`src/rtl/ps2_pkg.sv`:
```
// ps2_pkg: definitions shared by the PS/2 host transmitter and the keyboard
// receiver path.
//   ps2_state_t     transmitter FSM states
//   ERR_*           err_code values reported with the err pulse
//   CMD_*           common host-to-keyboard command bytes
//   odd_parity()    PS/2 odd parity bit for a data byte
package ps2_pkg;

  typedef enum logic [2:0] {
    IDLE    = 3'd0,
    INHIBIT = 3'd1,
    START   = 3'd2,
    DATA    = 3'd3,
    PARITY  = 3'd4,
    STOP    = 3'd5,
    ACK     = 3'd6
  } ps2_state_t;

  localparam logic [1:0] ERR_TIMEOUT = 2'b01;
  localparam logic [1:0] ERR_NACK    = 2'b10;
  localparam logic [1:0] ERR_RELEASE = 2'b11;

  localparam logic [7:0] CMD_LED       = 8'hED;
  localparam logic [7:0] CMD_RESET     = 8'hFF;
  localparam logic [7:0] CMD_TYPEMATIC = 8'hF3;

  function automatic logic odd_parity(input logic [7:0] d);
    return ~^d;
  endfunction

endpackage

```
`src/rtl/ps2_line_sync.sv`:
```
// ps2_line_sync: brings the raw PS2_CLK / PS2_DAT pins into the clk domain
// and reports device clock falling edges.
//   clk       system clock
//   rst_n     asynchronous active-low reset
//   clk_pin   raw PS2_CLK pin
//   dat_pin   raw PS2_DAT pin
//   clk_lvl   synchronized (optionally filtered) clock level
//   dat_lvl   synchronized data level
//   clk_fall  one-cycle pulse, registered, after clk_lvl goes 1 -> 0
// Build option PS2_TX_CLK_FILTER_EN: clk_lvl only follows the synchronized
// clock after 4 agreeing samples, rejecting glitches shorter than 4 cycles.
module ps2_line_sync (
  input  logic clk,
  input  logic rst_n,
  input  logic clk_pin,
  input  logic dat_pin,
  output logic clk_lvl,
  output logic dat_lvl,
  output logic clk_fall
);

  logic clk_p0, clk_p1;
  logic dat_p0, dat_p1;
  logic clk_src;
  logic clk_prev_p2, fall_p2;

  // Stage p0/p1: two-flop synchronizers; idle PS/2 lines read high.
  always_ff @(posedge clk or negedge rst_n) begin
    if (!rst_n) begin
      clk_p0 <= 1'b1;
      clk_p1 <= 1'b1;
      dat_p0 <= 1'b1;
      dat_p1 <= 1'b1;
    end else begin
      clk_p0 <= clk_pin;
      clk_p1 <= clk_p0;
      dat_p0 <= dat_pin;
      dat_p1 <= dat_p0;
    end
  end

`ifdef PS2_TX_CLK_FILTER_EN
  logic [3:0] flt_sh;
  logic       flt_lvl;

  // Filter stage: the level moves only when the last 4 samples agree.
  always_ff @(posedge clk or negedge rst_n) begin
    if (!rst_n) begin
      flt_sh  <= 4'hF;
      flt_lvl <= 1'b1;
    end else begin
      flt_sh <= {flt_sh[2:0], clk_p1};
      if (flt_sh == 4'hF) begin
        flt_lvl <= 1'b1;
      end else if (flt_sh == 4'h0) begin
        flt_lvl <= 1'b0;
      end
    end
  end

  assign clk_src = flt_lvl;
`else
  assign clk_src = clk_p1;
`endif

  // Stage p2: registered falling-edge detect, one cycle after the level.
  always_ff @(posedge clk or negedge rst_n) begin
    if (!rst_n) begin
      clk_prev_p2 <= 1'b1;
      fall_p2     <= 1'b0;
    end else begin
      clk_prev_p2 <= clk_src;
      fall_p2     <= clk_prev_p2 & ~clk_src;
    end
  end

  assign clk_lvl  = clk_src;
  assign dat_lvl  = dat_p1;
  assign clk_fall = fall_p2;

endmodule

```
`src/rtl/ps2_host_tx.sv`:
```
// ps2_host_tx: PS/2 host-to-device transmitter. Sends one command byte
// (LSB first, odd parity, stop, device ack) to the keyboard over the
// open-drain PS2_CLK/PS2_DAT lines.
//   clk25       25 MHz system clock
//   reset_n     asynchronous active-low reset; releases both lines at once
//   tx_data     command byte, latched on acceptance
//   tx_valid    request; accepted when tx_valid && tx_ready
//   tx_ready    high only while idle
//   ps2_clk_i   raw PS2_CLK pin
//   ps2_dat_i   raw PS2_DAT pin
//   ps2_clk_oe  1 = pull PS2_CLK low, 0 = release
//   ps2_dat_oe  1 = pull PS2_DAT low, 0 = release
//   rx_inhibit  high while this block owns the bus
//   done        one-cycle pulse: byte acknowledged
//   err         one-cycle pulse: transfer failed
//   err_code    cause of the last err, held until the next err
// Build option PS2_TX_CLK_FILTER_EN enables the glitch filter in
// ps2_line_sync.
module ps2_host_tx
  import ps2_pkg::*;
#(
  parameter int INHIBIT_CYC   = 2600,
  parameter int TIMEOUT_CYC   = 375000,
  parameter int DONE_WAIT_CYC = 50000
) (
  input  logic       clk25,
  input  logic       reset_n,
  input  logic [7:0] tx_data,
  input  logic       tx_valid,
  output logic       tx_ready,
  input  logic       ps2_clk_i,
  input  logic       ps2_dat_i,
  output logic       ps2_clk_oe,
  output logic       ps2_dat_oe,
  output logic       rx_inhibit,
  output logic       done,
  output logic       err,
  output logic [1:0] err_code
);

  localparam int MAX_AB  = (INHIBIT_CYC > TIMEOUT_CYC) ? INHIBIT_CYC : TIMEOUT_CYC;
  localparam int MAX_CYC = (MAX_AB > DONE_WAIT_CYC) ? MAX_AB : DONE_WAIT_CYC;
  localparam int CNT_W   = $clog2(MAX_CYC + 1);

  localparam logic [CNT_W-1:0] INH_LOAD = CNT_W'(INHIBIT_CYC - 1);
  localparam logic [CNT_W-1:0] TO_LOAD  = CNT_W'(TIMEOUT_CYC - 1);
  localparam logic [CNT_W-1:0] DW_LOAD  = CNT_W'(DONE_WAIT_CYC - 1);

  logic clk_lvl, dat_lvl, clk_fall;

  ps2_line_sync u_sync (
    .clk      (clk25),
    .rst_n    (reset_n),
    .clk_pin  (ps2_clk_i),
    .dat_pin  (ps2_dat_i),
    .clk_lvl  (clk_lvl),
    .dat_lvl  (dat_lvl),
    .clk_fall (clk_fall)
  );

  ps2_state_t       state, state_nx;
  logic [CNT_W-1:0] cnt, cnt_nx;
  logic [3:0]       idx, idx_nx;
  logic             nack, nack_nx;
  logic             done_nx, err_nx;
  logic [1:0]       code_nx;
  logic             load;
  logic [7:0]       data_q;
  logic             par_q;
  logic             line_bit, line_bit_nx;

  assign tx_ready   = (state == IDLE);
  assign rx_inhibit = (state != IDLE);

  always_comb begin
    state_nx    = state;
    cnt_nx      = cnt;
    idx_nx      = idx;
    nack_nx     = nack;
    line_bit_nx = line_bit;
    done_nx     = 1'b0;
    err_nx      = 1'b0;
    code_nx     = err_code;
    load        = 1'b0;
    ps2_clk_oe  = 1'b0;
    ps2_dat_oe  = 1'b0;

    case (state)
      IDLE: begin
        if (tx_valid) begin
          load     = 1'b1;
          nack_nx  = 1'b0;
          cnt_nx   = INH_LOAD;
          state_nx = INHIBIT;
        end
      end

      INHIBIT: begin
        ps2_clk_oe = 1'b1;
        if (cnt == '0) begin
          // Start bit overlaps the last inhibit cycle.
          ps2_dat_oe = 1'b1;
          cnt_nx     = TO_LOAD;
          state_nx   = START;
        end else begin
          cnt_nx = cnt - 1'b1;
        end
      end

      START, DATA, PARITY, STOP: begin
        // line_bit holds the bit currently presented; 1 means released.
        if (state == START) begin
          ps2_dat_oe = 1'b1;
        end else if (state != STOP) begin
          ps2_dat_oe = ~line_bit;
        end

        // A device edge takes priority over a timeout in the same cycle.
        if (clk_fall) begin
          cnt_nx = TO_LOAD;
          case (state)
            START: begin
              line_bit_nx = data_q[0];
              idx_nx      = 4'd1;
              state_nx    = DATA;
            end
            DATA: begin
              if (idx == 4'd8) begin
                line_bit_nx = par_q;
                state_nx    = PARITY;
              end else begin
                line_bit_nx = data_q[idx[2:0]];
                idx_nx      = idx + 4'd1;
              end
            end
            PARITY: begin
              state_nx = STOP;
            end
            default: begin
              nack_nx  = dat_lvl;
              cnt_nx   = DW_LOAD;
              state_nx = ACK;
            end
          endcase
        end else if (cnt == '0) begin
          err_nx   = 1'b1;
          code_nx  = ERR_TIMEOUT;
          state_nx = IDLE;
        end else begin
          cnt_nx = cnt - 1'b1;
        end
      end

      ACK: begin
        if (clk_lvl && dat_lvl) begin
          state_nx = IDLE;
          if (nack) begin
            err_nx  = 1'b1;
            code_nx = ERR_NACK;
          end else begin
            done_nx = 1'b1;
          end
        end else if (cnt == '0) begin
          err_nx   = 1'b1;
          code_nx  = ERR_RELEASE;
          state_nx = IDLE;
        end else begin
          cnt_nx = cnt - 1'b1;
        end
      end

      default: begin
        state_nx = IDLE;
      end
    endcase
  end

  always_ff @(posedge clk25 or negedge reset_n) begin
    if (!reset_n) begin
      state    <= IDLE;
      cnt      <= '0;
      idx      <= '0;
      nack     <= 1'b0;
      done     <= 1'b0;
      err      <= 1'b0;
      err_code <= 2'b00;
    end else begin
      state    <= state_nx;
      cnt      <= cnt_nx;
      idx      <= idx_nx;
      nack     <= nack_nx;
      done     <= done_nx;
      err      <= err_nx;
      err_code <= code_nx;
    end
  end

  always_ff @(posedge clk25) begin
    if (load) begin
      data_q <= tx_data;
      par_q  <= odd_parity(tx_data);
    end
    line_bit <= line_bit_nx;
  end

endmodule

```
`config.mk`:
```
export PLATFORM = sky130hd
export DESIGN_NAME = ps2_host_tx
export DESIGN_NICKNAME = d
export VERILOG_FILES = /design/src/rtl/ps2_pkg.sv /design/src/rtl/ps2_line_sync.sv /design/src/rtl/ps2_host_tx.sv
export SDC_FILE = /design/constraint.sdc
export NUM_CORES = 1
export LEC_CHECK = 0
export CORE_MARGIN = 2
export CORE_UTILIZATION = 55
export CTS_BUF_LIST = sky130_fd_sc_hd__clkbuf_2 sky130_fd_sc_hd__clkbuf_4 sky130_fd_sc_hd__clkbuf_8
export CTS_CLUSTER_DIAMETER = 30
export DETAILED_ROUTE_END_ITERATION = 16
export PLACE_DENSITY_LB_ADDON = 0.2
export SLEW_MARGIN = 20
export SYNTH_ARGS = -nofsm -noshare
export SYNTH_HDL_FRONTEND = slang
export SYNTH_SLANG_ARGS = --single-unit
```
`constraint.sdc`:
```
create_clock -name clk25 -period 6.6 [get_ports clk25]
set_input_delay 1.32 -clock clk25 [delete_from_list [all_inputs] [get_ports clk25]]
set_output_delay 1.32 -clock clk25 [all_outputs]
set_load 0.1 [all_outputs]
```
==> reports/results.ini, run 1 <==
[floorplan]
die_h_um = 77.5
die-area_um2 = 6010
die_width_um = 77.5
coreArea_um2 = 5170
start_util_pct = 57.5
rows = 26
ioPinCount = 21

[placement]
post-dp-hpwl_um = 5060
gp_congestion = 0.957
io_buffers = 20
preCtsSetupSlack_ns = 1.91

[sta]
setup_tns_ns = 0
grt_setup_unrepaired = false
fmax_ghz = 0.197
period_share_pct = 77.1
hold_violations = 0
setup_ws_ns = 1.51
slew_violations = 0
period_minus_slack_ns = 5.09
tightest_slew_ns = 0.978
skew_ns = 0.0120
setup_violations = 0
slew_headroom_pct = 34.6

[clocking]
h-tree-depth = 2
clock_latency_ns = 0.31
root_buffer = clkbuf_8
clk_path_buf_depth = 2
clk_pin_slew_ns = 0.09
cts_resized = 0
postCtsHoldBufs = 0
cts_sinks = 47
cts_tree = built
cts_setup_buffers = 0
cts_inserted_buffers = 5

[final_layout]
areaGrowthSynthToFinish_pct = 10.7
post-route-util_pct = 63.6
regArea_um2 = 1230
diodes = 0
drive_gt1_share_pct = 8.91
n_fill_cell = 447
fin_nets = 366
multiInputGateArea_um2 = 1590

[worst_setup_path]
reg2reg_slack_ns = 3.10
slowest_delay_ns = 1.17
crit_type = flip-flop to primary output
crit_chain = or4_4 > nor3_2 > and3_1 > inv_6 > o22ai_1 > clkdlybuf4s50_1
cp-end-kind = primary output
cp.arrival_ns = 3.77
critPathSlowestCell = clkdlybuf4s50_1
crit_required_ns = 5.28
crit_buf_inv = 2
worstPathMaxFanout = 18
crit_path_start_kind = flip-flop
critical_path.top_delay_family = simple AND/OR/NAND/NOR gates

[logic_synthesis]
synth_seq_cells = 47
synth-async-reset-ratio_pct = 78.7
yosys.area.top_type_share_pct = 26.9
synthesis.area_um2 = 2970
synth_edf_count = 10
yosys_warnings = 0
synth_seq_area_share_pct = 41.5
synth.area.top_cells = dfrtp_1 (27%), edfxtp_1 (10%), o21ai_0 (6.1%)
syn_nets = 356
synthFlopType = dfrtp_1
synth_cell_types = 60
avgSynthCellArea_um2 = 8.82
syn_inst = 337
yosys.area.top_type = dfrtp_1

[routing]
wl_per_cell_um = 17.0
drtPass1Iterations = 5
antenna_left = 0
drtIter0Drc = 252
drt_wl_total_um = 7120
routed_via_density = 6.39
vias = 2672
remaining_drc_errors = 0

[grt]
grt_antenna_before_repair = 0
grt_pass1_wl_um = 12100
grt_pass1_vias = 2589
grt_max_degree = 38
grt_remaining_overflow = 0
grt_usage_pct = 25.2

[flow_run]
maxCapViolCount = 0

[pwr]
p_leak_uw = 0.00125
powerDensity_nw_per_um2 = 257
peakVddDrop_v = 0.000173

[hold_path]
hp-class = flip-flop to flip-flop

[status]
status = finished, final reports clean

layout by cell type (no fill, tap or decap), drive strengths merged, types with 3 or more instances in the layout:
cell type / instances
or3: 5
inv: 15
xnor2: 7
nor3: 19
ha: 6
nor4: 4
dfrtp: 32
nor2b: 4
and2: 5
edfxtp: 10
nand2b: 5
a22o: 5
nor2: 31
o41ai: 4
clkdlybuf4s50: 19
o211ai: 6
dfstp: 5
a21o: 4
buf: 3
nand3: 13
o21ai: 39
a32oi: 4
nand2: 23
clkbuf: 5
a31oi: 4
o22ai: 8
a21oi: 27
Yosys cell counts, drive strengths merged (7+ instances only):
| master | instances |
|---|---|
| a21oi | 27 |
| clkbuf | 13 |
| dfrtp | 32 |
| edfxtp | 10 |
| inv | 15 |
| nand2 | 23 |
| nand3 | 13 |
| nor2 | 31 |
| nor3 | 19 |
| o21ai | 39 |
| o22ai | 8 |
| xnor2 | 7 |
routing by layer:
layer,routed length [um],vias up,global-route usage (%)
met5,0,-,0
met1,3030,1269,33.3
met3,472,22,4.77
met2,3420,113,40.6
met4,201,0,10.7
li1,-,1268,-
path summary, 6_finish.rpt:
check / endpoint / depth (start not counted) / start
max in group asynchronous: nack$_DFFE_PN0P_ / 1 / reset_n
worst max-delay path: ps2_dat_oe / 6 / cnt[7]$_DFFE_PN0P_
worst min-delay path: u_sync.dat_lvl$_DFF_PN1_ / 0 / u_sync.dat_p0$_DFF_PN1_
worst min register to register: u_sync.dat_lvl$_DFF_PN1_ / 0 / u_sync.dat_p0$_DFF_PN1_
worst max register to register: cnt[8]$_DFFE_PN0P_ / 9 / state[2]$_DFFE_PN0P_
min in group asynchronous: cnt[2]$_DFFE_PN0P_ / 1 / reset_n
logic make-up after synthesis:
group,share of synthesized area [%]
xor+xnor,2.65
mux,1.85
compound gates,25.2
fa+ha+maj,2.53
flops,41.5
buf+inv,5.14
simple gates,21.1
registers in the layout, indices dropped and copies added (netlist names), 2 cells and up:
register	cells
cnt	19
err_code	2
state	3
idx	4
data_q	8
layout make-up:
class	count	share of cell area (%)
inverters	15	1.86
multi-input cells	256	48.2
repair buffers	22	6.39
clock buffers	5	2.09
flip-flops and latches	47	37.5
clock inverters	3	1.33
well taps	70	2.66
power breakdown:
group	internal, uW	switching (uW)
clock network	113	101
logic	100	113
registers	352	67.8
total	565	282
worst register-to-register path, stage by stage (launching register included):
cell	delay, ns
dfrtp_1	0.71
inv_1	0.26
ha_1	0.76
inv_1	0.30
o22ai_1	0.32
a221oi_2	0.09
buf_4	0.23
a2111oi_0	0.53
a22oi_1	0.13
o21ai_0	0.10
per-stage QoR:
step | area (um^2) | hold slack [ns] | total power (uW) | std cells
after floorplan | 2970 | 0.345 | 572 | 337
after global routing | 3290 | 0.367 | 898 | 418
after detailed placement | 3180 | 0.348 | 634 | 410
after global placement | 3180 | 0.346 | 622 | 410
after CTS | 3290 | 0.360 | 847 | 418
final | 3290 | 0.359 | 847 | 418
No activity file was read; power rests on OpenSTA's default activity.
==> run 2, diff against run 1 <==
==> constraint.sdc (replaced) <==
create_clock -name clk25 -period 4.9 [get_ports clk25]
set_input_delay 0.98 -clock clk25 [delete_from_list [all_inputs] [get_ports clk25]]
set_output_delay 0.98 -clock clk25 [all_outputs]
set_load 0.1 [all_outputs]
==> run 2 against run 1 <==
Compared with the run above: register-to-register slack got worse by 1.7 ns; final cell count unchanged; combinational power increased by 35%; power increased by 36%; non-clock buffer count unchanged; setup slack got worse by 0.52 ns; largest cell class unchanged; utilization unchanged; clock skew decreased by 0.0050 ns; wire length increased by 0.63%; cell area unchanged.
==> reports/results.ini, run 2 (same netlist as run 1, synthesis figures left out) <==
[status]
status = finished, final reports clean

[grt]
grt_usage_pct = 25.0  ; -0.19 points
grt_antenna_before_repair = 0  ; unchanged
grt_max_degree = 38  ; unchanged
grt_remaining_overflow = 0  ; unchanged
grt_pass1_vias = 2519  ; -2.7%
grt_pass1_wl_um = 12000  ; -1.2%

[sta]
hold_violations = 0  ; unchanged
fmax_ghz = 0.256
period_share_pct = 79.8
grt_setup_unrepaired = false
setup_tns_ns = 0  ; unchanged
period_minus_slack_ns = 3.91
holdWs_ns = 0.361  ; +0.00234 ns
slew_headroom_pct = 34.9  ; +0.30 points
slew_violations = 0  ; unchanged
skew_ns = 0.00701  ; -0.00499 ns
setup_violations = 0  ; unchanged
tightest_slew_ns = 0.974  ; -0.00447 ns

[pwr]
seqPwrFrac_pct = 49.1  ; -0.5 points
sw_frac_of_total_pct = 32.8  ; -0.53 points
p_switching_uw = 377  ; +34%
p_leak_uw = 0.00126  ; +0.39%
intPower_uw = 774  ; +37%
clock_power_share_pct = 25.8  ; +0.6 points
power_frac_comb_pct = 25.0  ; -0.2 points
peakVddDrop_v = 0.000182  ; +5.3%
powerDensity_nw_per_um2 = 350  ; +36%

[worst_setup_path]
cp_common_cell = inv_1
reg2reg_slack_ns = 1.42  ; -1.68 ns
r2r_end = cnt[8]$_DFFE_PN0P_
reg2reg_depth = 9  ; unchanged
slowest_delay_ns = 0.78  ; -0.39 ns
crit_chain = inv_1 > ha_1 > inv_1 > o22ai_1 > buf_4
crit_buf_inv = 3  ; +1
cp.arrival_ns = 2.93  ; -0.84 ns
crit_required_ns = 3.92  ; -1.36 ns
critPathSlowestCell = ha_1
r2r_start = state[2]$_DFFE_PN0P_
critical_path.top_delay_family = buffers and inverters
worstPathMaxFanout = 22  ; +4
cp-end-kind = primary output
crit_path_start_kind = flip-flop
crit_type = flip-flop to primary output

[final_layout]
mostFrequentLayoutCells = o21ai_0 (35), dfrtp_1 (32), nor2_1 (29)
diodes = 0  ; unchanged
finalNonFillerCells = 418  ; unchanged
drive_gt1_share_pct = 9.48  ; +0.57 points
reg_top3 = cnt x19, data_q x8, idx x4
regMostFlops = cnt
fin_nets = 366  ; unchanged
final_common_cell = o21ai_0
largest_reg_flops = 19  ; unchanged
post-route-util_pct = 63.6  ; unchanged
areaGrowthSynthToFinish_pct = 10.7  ; unchanged
fin_area_um2 = 3290  ; unchanged

[hold_path]
hold_depth = 0  ; unchanged
min_to = u_sync.clk_lvl$_DFF_PN1_
hp-class = flip-flop to flip-flop
min_from = u_sync.clk_p0$_DFF_PN1_

[routing]
drtPass1Iterations = 11  ; +6
routed_via_density = 6.56  ; +2.7%
drtIter0Drc = 383  ; +52%
remaining_drc_errors = 0  ; unchanged
antenna_left = 0  ; unchanged
drt_wl_total_um = 7170  ; +0.63%
vias = 2743  ; +2.7%
wl_per_cell_um = 17.2  ; +0.63%

[placement]
gp_congestion = 0.947  ; -1.0%
post-dp-hpwl_um = 4870  ; -3.8%
placed_cell_area_um2 = 3170  ; -0.16%
dp.cells = 410  ; unchanged
io_buffers = 20  ; unchanged

[floorplan]
die-area_um2 = 6010  ; unchanged
start_util_pct = 57.5  ; unchanged
die_h_um = 77.5  ; unchanged
rows = 26  ; unchanged
coreArea_um2 = 5170  ; unchanged
die_width_um = 77.5  ; unchanged
ioPinCount = 21  ; unchanged

[flow_run]
maxCapViolCount = 0  ; unchanged

[clocking]
cts_setup_buffers = 0  ; unchanged
h-tree-depth = 2  ; unchanged
root_buffer = clkbuf_8
postCtsHoldBufs = 0  ; unchanged
cts_resized = 0  ; unchanged
cts_sinks = 47  ; unchanged
clock_latency_ns = 0.30  ; about the same
cts_tree = built
clk_path_buf_depth = 2  ; unchanged
cts_inserted_buffers = 5  ; unchanged
clk_pin_slew_ns = 0.09  ; about the same

-- run 2: metal layers --
metal	global-route usage [%]	wire [um]	vias to the layer above
li1	-	-	1268
met1	31.9	3060	1305
met2	40.5	3390	142
met3	6.05	526	28
met4	10.9	200	0
met5	0	0	-
-- run 2: per-stage QoR --
step           worst slack [ns]  power (uW)
2_1_floorplan             0.857         771
3_3_place_gp               1.44         841
3_5_place_dp               1.40         852
4_1_cts                    1.06        1150
5_1_grt                   0.859        1210
6_report                  0.992        1150
-- run 2: area by class of cell --
cell class | count | area [um^2]
Timing Repair Buffer | 22 | 205
Fill cell | 430 | 1880
Clock inverter | 2 | 35.0
Sequential cell | 47 | 1230
Clock buffer | 6 | 82.6
Tap cell | 70 | 87.6
Inverter | 15 | 61.3
Multi-Input combinational cell | 256 | 1590
-- run 2: worst max path at each step --
stage                         startpoint          to  slack, ns  cells after the start
floorplan             cnt[9]$_DFFE_PN0P_  ps2_dat_oe       0.86                      7
global placement      cnt[9]$_DFFE_PN0P_  ps2_dat_oe       1.44                      6
detailed placement    cnt[9]$_DFFE_PN0P_  ps2_dat_oe       1.40                      6
CTS                   cnt[7]$_DFFE_PN0P_  ps2_dat_oe       1.06                      6
global route        state[2]$_DFFE_PN0P_  ps2_dat_oe       0.86                      5
finish              state[2]$_DFFE_PN0P_  ps2_dat_oe       0.99                      5
-- run 2: power by group through the flow --
stage               clock network (uW)  registers, uW  logic (uW)
global route                       318            573         322
detailed placement                   0            569         283
finish                             297            565         288
CTS                                304            561         283
global placement                     0            562         278
floorplan                            0            539         232
==> run 3, diff against run 2 <==
==> constraint.sdc (replaced) <==
create_clock -name clk25 -period 3.5 [get_ports clk25]
set_input_delay 0.7 -clock clk25 [delete_from_list [all_inputs] [get_ports clk25]]
set_output_delay 0.7 -clock clk25 [all_outputs]
set_load 0.1 [all_outputs]
==> run 3 against run 2 <==
Compared with the run above: non-clock buffer count rose by 8; highest routed layer unchanged; first-iteration DRC count shrank 13%; global-route usage rose by 1.5 points; die area unchanged; critical path type unchanged; count of clock-buffer cells in the layout down 1; sequential power is 39% higher; clock skew decreased by 0.0027 ns.
==> reports/results.ini, run 3 (same netlist as run 1, synthesis figures left out) <==
[placement]
placed_cell_area_um2 = 3250  ; +2.3%
io_buffers = 20  ; unchanged
gp_congestion = 1.01  ; +6.5%
preCtsSetupSlack_ns = 0.786  ; -0.611 ns
post-dp-hpwl_um = 5020  ; +3.0%

[sta]
setup_violations = 0  ; unchanged
tightest_slew_ns = 0.966  ; -0.00808 ns
setup_tns_ns = 0  ; unchanged
slew_headroom_pct = 35.4  ; +0.54 points
hold_violations = 0  ; unchanged
setup_ws_ns = 0.437  ; -0.555 ns
slew_violations = 0  ; unchanged
period_share_pct = 87.5
skew_ns = 0.00428  ; -0.00273 ns
fmax_ghz = 0.326
period_minus_slack_ns = 3.06
grt_setup_unrepaired = false

[routing]
drt_wl_total_um = 7340  ; +2.4%
vias = 2722  ; -0.77%
drtPass1Iterations = 5  ; -6
antenna_left = 0  ; unchanged
routed_via_density = 6.39  ; -2.6%
drtIter0Drc = 335  ; -13%
wl_per_cell_um = 17.2  ; +0.44%
remaining_drc_errors = 0  ; unchanged

[worst_setup_path]
crit_path_start_kind = flip-flop
critPathSlowestCell = or4_4
slowest_delay_ns = 0.57  ; -0.21 ns
crit_buf_inv = 2  ; -1
cp.arrival_ns = 2.36  ; -0.57 ns
crit_required_ns = 2.80  ; -1.12 ns
crit_chain = or4_4 > nor3_2 > and3_1 > inv_6 > o22ai_2 > buf_12
cp-end-kind = primary output
critical_path.top_delay_family = simple AND/OR/NAND/NOR gates
worstPathMaxFanout = 18  ; -18%
crit_type = flip-flop to primary output

[final_layout]
regMostFlops = cnt
largest_reg_flops = 19  ; unchanged
final_common_cell = o21ai_0
mostFrequentLayoutCells = o21ai_0 (35), dfrtp_1 (32), nor2_1 (29)
post-route-util_pct = 65.4  ; +1.8 points
fin_nets = 374  ; +2.2%
drive_gt1_share_pct = 12.4  ; +2.9 points
diodes = 0  ; unchanged
reg_top3 = cnt x19, data_q x8, idx x4
fin_area_um2 = 3380  ; +2.8%
areaGrowthSynthToFinish_pct = 13.9

[pwr]
p_leak_uw = 0.00131  ; +4.1%
peakVddDrop_v = 0.000266  ; +46%
powerDensity_nw_per_um2 = 495  ; +41%

[grt]
grt_antenna_before_repair = 0  ; unchanged
grt_pass1_wl_um = 12700  ; +5.9%
grt_max_degree = 38  ; unchanged
grt_pass1_vias = 2622  ; +4.1%
grt_usage_pct = 26.5  ; +1.5 points
grt_remaining_overflow = 0  ; unchanged

[floorplan]
coreArea_um2 = 5170  ; unchanged
rows = 26  ; unchanged
die_width_um = 77.5  ; unchanged
die-area_um2 = 6010  ; unchanged
start_util_pct = 57.5  ; unchanged
ioPinCount = 21  ; unchanged
die_h_um = 77.5  ; unchanged

[status]
status = finished, final reports clean

[clocking]
cts_resized = 0  ; unchanged
cts_setup_buffers = 0  ; unchanged
root_buffer = clkbuf_8
cts_tree = built
h-tree-depth = 2  ; unchanged
postCtsHoldBufs = 0  ; unchanged
cts_sinks = 47  ; unchanged
clk_path_buf_depth = 2  ; unchanged
cts_inserted_buffers = 5  ; unchanged
clk_pin_slew_ns = 0.09  ; about the same
clock_latency_ns = 0.31  ; about the same

[hold_path]
hp-class = flip-flop to flip-flop

[flow_run]
maxCapViolCount = 0  ; unchanged

==> run 3: cell type report <==
cell class / instances / area [um^2]
multi-input combinational: 256 / 1590
fill: 431 / 1790
timing repair buffer: 30 / 273
clock inverter: 3 / 67.6
clock buffer: 5 / 68.8
tap: 70 / 87.6
sequential: 47 / 1230
inverter: 15 / 61.3
==> run 3: power breakdown <==
| group | switching [uW] | leakage (uW) | internal [uW] |
|---|---|---|---|
| Sequential | 123 | 0.000557 | 664 |
| Clock | 197 | 0.0000644 | 285 |
| Combinational | 215 | 0.000690 | 189 |
| Total | 535 | 0.00131 | 1140 |
==> run 3: layer usage <==
| layer | track usage, % | routed length [um] |
|---|---|---|
| met2 | 43.7 | 3480 |
| met3 | 4.65 | 576 |
| met4 | 9.11 | 129 |
| met1 | 35.3 | 3150 |
| met5 | 0 | 0 |
==> run 3: per-stage QoR <==
step,std cells,total power (uW),hold slack [ns]
after floorplan,337,1080,0.345
after global placement,418,1170,0.347
after detailed placement,418,1190,0.350
after CTS,426,1670,0.364
after global routing,426,1760,0.364
final,426,1670,0.361
==> run 3: path summary, 6_finish.rpt <==
| check | startpoint | end | slack, ns | cells after the start |
|---|---|---|---|---|
| max | cnt[9]$_DFFE_PN0P_ | ps2_dat_oe | 0.44 | 6 |
| min | u_sync.dat_p0$_DFF_PN1_ | u_sync.dat_lvl$_DFF_PN1_ | 0.36 | 0 |
| max reg2reg | state[1]$_DFFE_PN0P_ | cnt[10]$_DFFE_PN0P_ | 0.82 | 9 |
| min reg2reg | u_sync.dat_p0$_DFF_PN1_ | u_sync.dat_lvl$_DFF_PN1_ | 0.36 | 0 |
| max in group asynchronous | reset_n | state[2]$_DFFE_PN0P_ | 2.52 | 1 |
| min in group asynchronous | reset_n | cnt[2]$_DFFE_PN0P_ | 0.47 | 1 |
